--- config.mk ---
export PLATFORM = sky130hd
export DESIGN_NAME = vga_timing_ctrl_flat
export DESIGN_NICKNAME = d
export VERILOG_FILES = /design/src/rtl/vga_pkg.sv /design/src/rtl/vga_timing_ctrl_if.sv /design/src/rtl/vga_axis_fsm.sv /design/src/rtl/vga_timing_ctrl.sv /design/src/flat_wrapper.sv
export SDC_FILE = /design/constraint.sdc
export NUM_CORES = 1
export LEC_CHECK = 0
export CAP_MARGIN = 0
export CORE_ASPECT_RATIO = 2
export CORE_MARGIN = 2
export CORE_UTILIZATION = 45
export DETAILED_ROUTE_END_ITERATION = 10
export DONT_BUFFER_PORTS = 1
export HOLD_SLACK_MARGIN = 0.15
export PLACE_DENSITY = 0.67
export SLEW_MARGIN = 25
export SYNTH_ARGS = -nofsm -noshare
export SYNTH_HDL_FRONTEND = slang
export SYNTH_SLANG_ARGS = --single-unit
--- constraint.sdc ---
create_clock -name Clock -period 3.6 [get_ports Clock]
set_input_delay 0.54 -clock Clock [delete_from_list [all_inputs] [get_ports Clock]]
set_output_delay 0.54 -clock Clock [all_outputs]
set_load 0.005 [all_outputs]
--- src/rtl/vga_pkg.sv ---
// Shared 640x480@60 Hz timing constants, axis state encoding and band helper for the VGA
// sequencer.
package vga_pkg;

    localparam int unsigned CoordW     = 10;
    localparam int unsigned ClkDiv     = 2;

    localparam int unsigned HVisible   = 640;
    localparam int unsigned HFront     = 16;
    localparam int unsigned HSync      = 96;
    localparam int unsigned HBack      = 48;
    localparam int unsigned HTotal     = HVisible + HFront + HSync + HBack;

    localparam int unsigned VVisible   = 480;
    localparam int unsigned VFront     = 10;
    localparam int unsigned VSync      = 2;
    localparam int unsigned VBack      = 33;
    localparam int unsigned VTotal     = VVisible + VFront + VSync + VBack;

    localparam int unsigned HSyncStart = HVisible + HFront;
    localparam int unsigned HSyncEnd   = HSyncStart + HSync;
    localparam int unsigned VSyncStart = VVisible + VFront;
    localparam int unsigned VSyncEnd   = VSyncStart + VSync;

    localparam int unsigned BandHeight = 120;

    typedef enum logic [1:0] {
        AxActive = 2'd0,
        AxFront  = 2'd1,
        AxSync   = 2'd2,
        AxBack   = 2'd3
    } axis_state_e;

    // Band index by comparison against multiples of the band height; saturates at 3.
    function automatic logic [1:0] band_of(input logic [CoordW-1:0] row,
                                           input int unsigned height);
        int unsigned r;
        r = 32'(row);
        if (r >= 3 * height) begin
            return 2'd3;
        end else if (r >= 2 * height) begin
            return 2'd2;
        end else if (r >= height) begin
            return 2'd1;
        end else begin
            return 2'd0;
        end
    endfunction

endpackage

--- src/rtl/vga_timing_ctrl_if.sv ---
// Output bundle of the VGA sequencer: pixel strobe, coordinates, syncs, video gate and band.
interface vga_timing_ctrl_if;
    import vga_pkg::*;

    logic              oPixelTick;
    logic [CoordW-1:0] oCol;
    logic [CoordW-1:0] oRow;
    logic              oHSync;
    logic              oVSync;
    logic              oVideoOn;
    logic [1:0]        oBand;
    logic              oFrameStart;
    axis_state_e       h_state;
    axis_state_e       v_state;

    modport master (
        output oPixelTick, oCol, oRow, oHSync, oVSync, oVideoOn, oBand, oFrameStart,
        output h_state, v_state
    );

    modport slave (
        input oPixelTick, oCol, oRow, oHSync, oVSync, oVideoOn, oBand, oFrameStart,
        input h_state, v_state
    );

endinterface

--- src/rtl/vga_axis_fsm.sv ---
// One timing axis: position counter plus ACTIVE/FRONT/SYNC/BACK sequencer, stepped by
// advance. Registered outputs are decoded from next-state so they track count exactly.
module vga_axis_fsm
    import vga_pkg::*;
#(
    parameter int unsigned Visible = 640,
    parameter int unsigned Front   = 16,
    parameter int unsigned Sync    = 96,
    parameter int unsigned Back    = 48,
    parameter int unsigned Width   = 10
) (
    input  logic             clk,
    input  logic             rst,
    input  logic             advance,
    output logic [Width-1:0] count,
    output axis_state_e      state,
    output logic             sync_n,
    output logic             active,
    output logic             wrap
);

    localparam int unsigned Total = Visible + Front + Sync + Back;
    localparam logic [Width-1:0] LastCnt  = Width'(Total - 1);
    localparam logic [Width-1:0] FrontAt  = Width'(Visible);
    localparam logic [Width-1:0] SyncAt   = Width'(Visible + Front);
    localparam logic [Width-1:0] BackAt   = Width'(Visible + Front + Sync);

    logic [Width-1:0] count_q, count_d;
    axis_state_e      state_q, state_d;
    logic             sync_n_q;
    logic             active_q;

    always_comb begin
        // Any out-of-range count is treated as the last position and wraps on next advance.
        wrap    = advance && (count_q >= LastCnt);
        count_d = count_q;
        state_d = state_q;
        if (advance) begin
            count_d = wrap ? '0 : count_q + Width'(1);
            if (count_d == '0) begin
                state_d = AxActive;
            end else if (count_d == FrontAt) begin
                state_d = AxFront;
            end else if (count_d == SyncAt) begin
                state_d = AxSync;
            end else if (count_d == BackAt) begin
                state_d = AxBack;
            end
        end
    end

    always_ff @(posedge clk or posedge rst) begin
        if (rst) begin
            count_q  <= '0;
            state_q  <= AxActive;
            sync_n_q <= 1'b1;
            active_q <= 1'b0;
        end else begin
            count_q  <= count_d;
            state_q  <= state_d;
            sync_n_q <= (state_d != AxSync);
            active_q <= (state_d == AxActive);
        end
    end

    assign count  = count_q;
    assign state  = state_q;
    assign sync_n = sync_n_q;
    assign active = active_q;

endmodule

--- src/rtl/vga_timing_ctrl.sv ---
// VGA timing sequencer: pixel-rate divider, horizontal and vertical axis sequencers,
// colour band index and frame-start strobe.
module vga_timing_ctrl
    import vga_pkg::*;
#(
    parameter int unsigned CLK_DIV     = ClkDiv,
    parameter int unsigned H_VISIBLE   = HVisible,
    parameter int unsigned H_FRONT     = HFront,
    parameter int unsigned H_SYNC      = HSync,
    parameter int unsigned H_BACK      = HBack,
    parameter int unsigned V_VISIBLE   = VVisible,
    parameter int unsigned V_FRONT     = VFront,
    parameter int unsigned V_SYNC      = VSync,
    parameter int unsigned V_BACK      = VBack,
    parameter int unsigned BAND_HEIGHT = BandHeight
) (
    input logic               Clock,
    input logic               Reset,
    vga_timing_ctrl_if.master vga
);

    localparam int unsigned DivW = (CLK_DIV > 1) ? $clog2(CLK_DIV) : 1;
    localparam logic [DivW-1:0] DivLast = DivW'(CLK_DIV - 1);

    logic [DivW-1:0]   div_q, div_d;
    logic              tick;
    logic              pixel_tick_q;
    logic              frame_start_q;
    logic [1:0]        band_q;
    logic [CoordW-1:0] row_next;

    logic [CoordW-1:0] h_count, v_count;
    axis_state_e       h_state, v_state;
    logic              h_sync_n, v_sync_n;
    logic              h_active, v_active;
    logic              h_wrap, v_wrap;

    always_comb begin
        tick  = (div_q >= DivLast);
        div_d = tick ? '0 : div_q + DivW'(1);
    end

    vga_axis_fsm #(
        .Visible (H_VISIBLE),
        .Front   (H_FRONT),
        .Sync    (H_SYNC),
        .Back    (H_BACK),
        .Width   (CoordW)
    ) u_h_axis (
        .clk     (Clock),
        .rst     (Reset),
        .advance (tick),
        .count   (h_count),
        .state   (h_state),
        .sync_n  (h_sync_n),
        .active  (h_active),
        .wrap    (h_wrap)
    );

    vga_axis_fsm #(
        .Visible (V_VISIBLE),
        .Front   (V_FRONT),
        .Sync    (V_SYNC),
        .Back    (V_BACK),
        .Width   (CoordW)
    ) u_v_axis (
        .clk     (Clock),
        .rst     (Reset),
        .advance (h_wrap),
        .count   (v_count),
        .state   (v_state),
        .sync_n  (v_sync_n),
        .active  (v_active),
        .wrap    (v_wrap)
    );

    // Band is registered from the next row so it changes on the same edge as oRow.
    always_comb begin
        row_next = v_count;
        if (v_wrap) begin
            row_next = '0;
        end else if (h_wrap) begin
            row_next = v_count + CoordW'(1);
        end
    end

    always_ff @(posedge Clock or posedge Reset) begin
        if (Reset) begin
            div_q         <= '0;
            pixel_tick_q  <= 1'b0;
            frame_start_q <= 1'b0;
            band_q        <= 2'd0;
        end else begin
            div_q         <= div_d;
            pixel_tick_q  <= tick;
            frame_start_q <= v_wrap;
            band_q        <= band_of(row_next, BAND_HEIGHT);
        end
    end

    assign vga.oPixelTick  = pixel_tick_q;
    assign vga.oCol        = h_count;
    assign vga.oRow        = v_count;
    assign vga.oHSync      = h_sync_n;
    assign vga.oVSync      = v_sync_n;
    assign vga.oVideoOn    = h_active & v_active;
    assign vga.oBand       = band_q;
    assign vga.oFrameStart = frame_start_q;
    assign vga.h_state     = h_state;
    assign vga.v_state     = v_state;

endmodule

--- src/flat_wrapper.sv ---
// flat-port wrapper written by rule: the top's interface ports become plain ports
module vga_timing_ctrl_flat import vga_pkg::*;
#(
    parameter int unsigned CLK_DIV     = ClkDiv,
    parameter int unsigned H_VISIBLE   = HVisible,
    parameter int unsigned H_FRONT     = HFront,
    parameter int unsigned H_SYNC      = HSync,
    parameter int unsigned H_BACK      = HBack,
    parameter int unsigned V_VISIBLE   = VVisible,
    parameter int unsigned V_FRONT     = VFront,
    parameter int unsigned V_SYNC      = VSync,
    parameter int unsigned V_BACK      = VBack,
    parameter int unsigned BAND_HEIGHT = BandHeight
)
  (Clock, Reset, vga_oPixelTick, vga_oCol, vga_oRow, vga_oHSync, vga_oVSync, vga_oVideoOn, vga_oBand, vga_oFrameStart, vga_h_state, vga_v_state);
  vga_timing_ctrl_if vga_i ();
  input logic Clock;
  input logic Reset;
  output wire logic [$bits(vga_i.oPixelTick)-1:0] vga_oPixelTick;
  output wire logic [$bits(vga_i.oCol)-1:0] vga_oCol;
  output wire logic [$bits(vga_i.oRow)-1:0] vga_oRow;
  output wire logic [$bits(vga_i.oHSync)-1:0] vga_oHSync;
  output wire logic [$bits(vga_i.oVSync)-1:0] vga_oVSync;
  output wire logic [$bits(vga_i.oVideoOn)-1:0] vga_oVideoOn;
  output wire logic [$bits(vga_i.oBand)-1:0] vga_oBand;
  output wire logic [$bits(vga_i.oFrameStart)-1:0] vga_oFrameStart;
  output wire logic [$bits(vga_i.h_state)-1:0] vga_h_state;
  output wire logic [$bits(vga_i.v_state)-1:0] vga_v_state;
  assign vga_oPixelTick = vga_i.oPixelTick;
  assign vga_oCol = vga_i.oCol;
  assign vga_oRow = vga_i.oRow;
  assign vga_oHSync = vga_i.oHSync;
  assign vga_oVSync = vga_i.oVSync;
  assign vga_oVideoOn = vga_i.oVideoOn;
  assign vga_oBand = vga_i.oBand;
  assign vga_oFrameStart = vga_i.oFrameStart;
  assign vga_h_state = vga_i.h_state;
  assign vga_v_state = vga_i.v_state;
  vga_timing_ctrl #(.CLK_DIV(CLK_DIV), .H_VISIBLE(H_VISIBLE), .H_FRONT(H_FRONT), .H_SYNC(H_SYNC), .H_BACK(H_BACK), .V_VISIBLE(V_VISIBLE), .V_FRONT(V_FRONT), .V_SYNC(V_SYNC), .V_BACK(V_BACK), .BAND_HEIGHT(BAND_HEIGHT)) u_core (.Clock(Clock), .Reset(Reset), .vga(vga_i));
endmodule
==> flow_metrics.tcl <==
set metrics [dict create \
    fmax_ghz 0.3574 \
    gp_congestion 0.8957 \
    dp_hpwl_microns 4165 \
    vdd_drop_max_v 0.0001469 \
    drt_pass1_iterations 4 \
    finalCritPeriodShare_pct 77.72 \
    synth-seq-cells 33 \
    grt_overflow 0 \
    wl_per_cell_microns 18.21 \
    pwr_density_cell_nw_per_um2 292.7 \
    die_h_microns 102.6 \
    muxShareOfSynthArea_pct 0.9153 \
    p_leak_nw 0.9019 \
    multi_input_area_sq_um 1232 \
    clkLatencyLatePin_ns 0.29 \
    areaGrowthSynthToFinish_pct 4.405 \
    ff_latch_area_sq_um 828.3 \
    postCtsSetupBuffers 0 \
    async_flop_share_pct 100.0 \
    grt_max_degree 21 \
    syn-num-nets 263 \
    port-buffer-count 0 \
    crit_type "reg2reg" \
    hold_viol_final 0 \
    drt-total-wl_microns 5555 \
    vias_per_cell 6.174 \
    h-tree-depth 2 \
    cts_hold_buf 0 \
    cts_tree "built" \
    synthFlopType "dfrtp_1" \
    drv_slew 0 \
    status "finished clean" \
    first_iter_violations 42 \
    cts_made_buffers 5 \
    chipWidth_microns 53.30 \
    synth_top_area_cell "dfrtp_1" \
    ant_nets 0 \
    clk_pin_slew_worst_paths_ns 0.07 \
    worst_pin_slew_ns 0.5670 \
    grt_antenna_before_repair 0 \
    r2r_start "u_core.u_h_axis.count[0]" \
    die-area_sq_um 5468 \
    fin_worst_skew_ns 0.01013 \
    rsz0062_at_grt "no" \
    min-delay-path-class "in2async" \
    avgSynthCellArea_sq_um 8.477 \
    ys_top_cells_by_area "dfrtp_1 35%, o21ai_0 5.9%, nand2_1 4.6%" \
    grt_pass1_wl_microns 8749 \
    syn_inst 258 \
    grt.total_usage_pct 22.08 \
    yosys.area_share.simple_pct 26.14 \
    setup_viol 0 \
    dp_cells 297 \
    ys_seq_area_share_pct 37.87 \
    clock-sinks 33 \
    drc_errors 0 \
    synth_xor_area_share_pct 6.407 \
    synthAdderAreaFrac_pct 1.716 \
    synth_edf_count 0 \
    row_count 35 \
    cts-resized-gates 0 \
    worst_ep_arrival_time_ns 3.00 \
    drive_gt1_share_pct 8.400 \
    fin_setup_tns_ns 0 \
    layout.cells.non_filler 305 \
    ys_warn_count 0 \
    cts_root_buffer "clkbuf_8" \
    core_sq_um 4642 \
    initial_core_util_pct 47.12 \
    required_ns 3.81 \
    synth_top_area_share_pct 35.47 \
    num_vias 1883 \
    pre_cts_ws_ns 0.8164 \
    yosysUniqueCellTypes 51 \
    syn_area_sq_um 2187 \
    final_nets 254 \
    synth_top_family_by_area "simple AND/OR/NAND/NOR gates" \
    diodes 0 \
    cp_max_fo 7 \
    crit_path_start "u_core.u_h_axis.count[0]" \
    start_kind "flip-flop" \
    grt_pass1_vias 1871 \
    min_period_ns 2.798 \
    ios 33 \
    synth_compound_area_share_pct 21.17 \
    maxSlewHeadroom_pct 61.87 \
    cap_violations 0 \
    endpoint_kind "flip-flop" \
    clk_path_buf_depth 2 \
    final.setup.worst_slack_ns 0.8021 \
    fillCellCount 486 \
]
-- sequential cells by signal, indices dropped and copies added, names as in the netlist --
register,cells
u_core.u_h_axis.count,10
u_core.u_v_axis.count,10
u_core.u_h_axis.state,2
u_core.u_v_axis.state,2
u_core.vga.oBand,2
u_core.div_q,1
u_core.u_h_axis.active,1
u_core.u_h_axis.sync_n,1
u_core.u_v_axis.active,1
u_core.u_v_axis.sync_n,1
u_core.vga.oFrameStart,1
u_core.vga.oPixelTick,1
-- cell families after synthesis --
logic type,Yosys count
AOI/OAI and AO/OA,70
xor gates and xnor gates,16
adders and majority gates,3
buffers and inverters,29
DFF,33
muxes,2
and+or+nand+nor,105
-- cells in the mapped netlist (3+ instances only) --
| cell | count |
|---|---|
| clkbuf_1 | 11 |
| xor2_1 | 6 |
| nor3_1 | 9 |
| o21ai_2 | 4 |
| nor2b_1 | 5 |
| and3_1 | 5 |
| dfrtp_1 | 31 |
| inv_1 | 9 |
| o21ai_0 | 26 |
| o31ai_1 | 4 |
| a21oi_1 | 9 |
| nand4_1 | 5 |
| ha_1 | 3 |
| and2_1 | 7 |
| xnor2_1 | 10 |
| nand2b_1 | 3 |
| or3_1 | 3 |
| nand2_1 | 27 |
| nand3_1 | 14 |
| and4_1 | 3 |
| buf_2 | 7 |
| a31oi_1 | 9 |
| nor2_1 | 10 |
-- layer usage --
metal	GRT usage [%]	routed length [microns]	up-vias
li1	-	-	909
met1	21.07	1977	912
met2	40.17	3051	44
met3	3.478	211	18
met4	16.17	316	0
met5	0	0	-
-- worst paths after layout --
kind | cells past startpoint | endpoint | slack [ns]
min reg2reg | 1 | u_core.u_v_axis.state[1] | 0.58
max in group asynchronous | 2 | u_core.u_v_axis.sync_n | 2.67
max reg2reg | 8 | u_core.u_h_axis.sync_n | 0.80
min | 1 | u_core.vga.oBand[1] | 0.19
max | 8 | u_core.u_h_axis.sync_n | 0.80
min in group Clock | 1 | u_core.u_v_axis.state[1] | 0.58
-- layout make-up --
cell class / count / area share, %
Timing Repair Buffer: 4 / 1.315
Inverter: 9 / 1.479
Clock buffer: 8 / 3.945
Multi-Input combinational cell: 196 / 53.97
Tap cell: 55 / 3.014
Sequential cell: 33 / 36.27
-- critical path, stage by stage (launching register included) --
cell and delay [ns]:
dfrtp_1 0.49, ha_1 0.32, and3_1 0.30, and3_1 0.26
a31oi_1 0.10, or4b_1 0.55, a21oi_1 0.23, o221ai_1 0.20
or2_1 0.26
-- through the flow --
stage	power, mW	utilization (%)	hold WS (ns)	cell area, sq um
final	0.6683	49.19	0.1906	2283
after global routing	0.6910	49.19	0.2328	2283
after CTS	0.6744	49.19	0.2065	2283
after detailed placement	0.3865	47.25	0.5241	2193
after global placement	0.3862	47.25	0.5160	2193
after floorplan	0.3832	-	0.3717	2187
-- placed cells by master, fill, tap and decap left out, drive strengths merged, types with 6 or more instances in the layout --
master	count
dfrtp	31
o21ai	31
nand2	28
nand3	14
nor2	10
xnor2	10
nor3	9
a21oi	9
inv	9
a31oi	9
clkbuf	8
and2	7
xor2	6
-- report_power, final --
group	leakage (nW)	internal [mW]	switching, mW
registers	0.430	0.371	0
clock network	0.0455	0.156	0.134
logic	0.426	0.000798	0.00718
No activity file was read; power rests on OpenSTA's default activity.
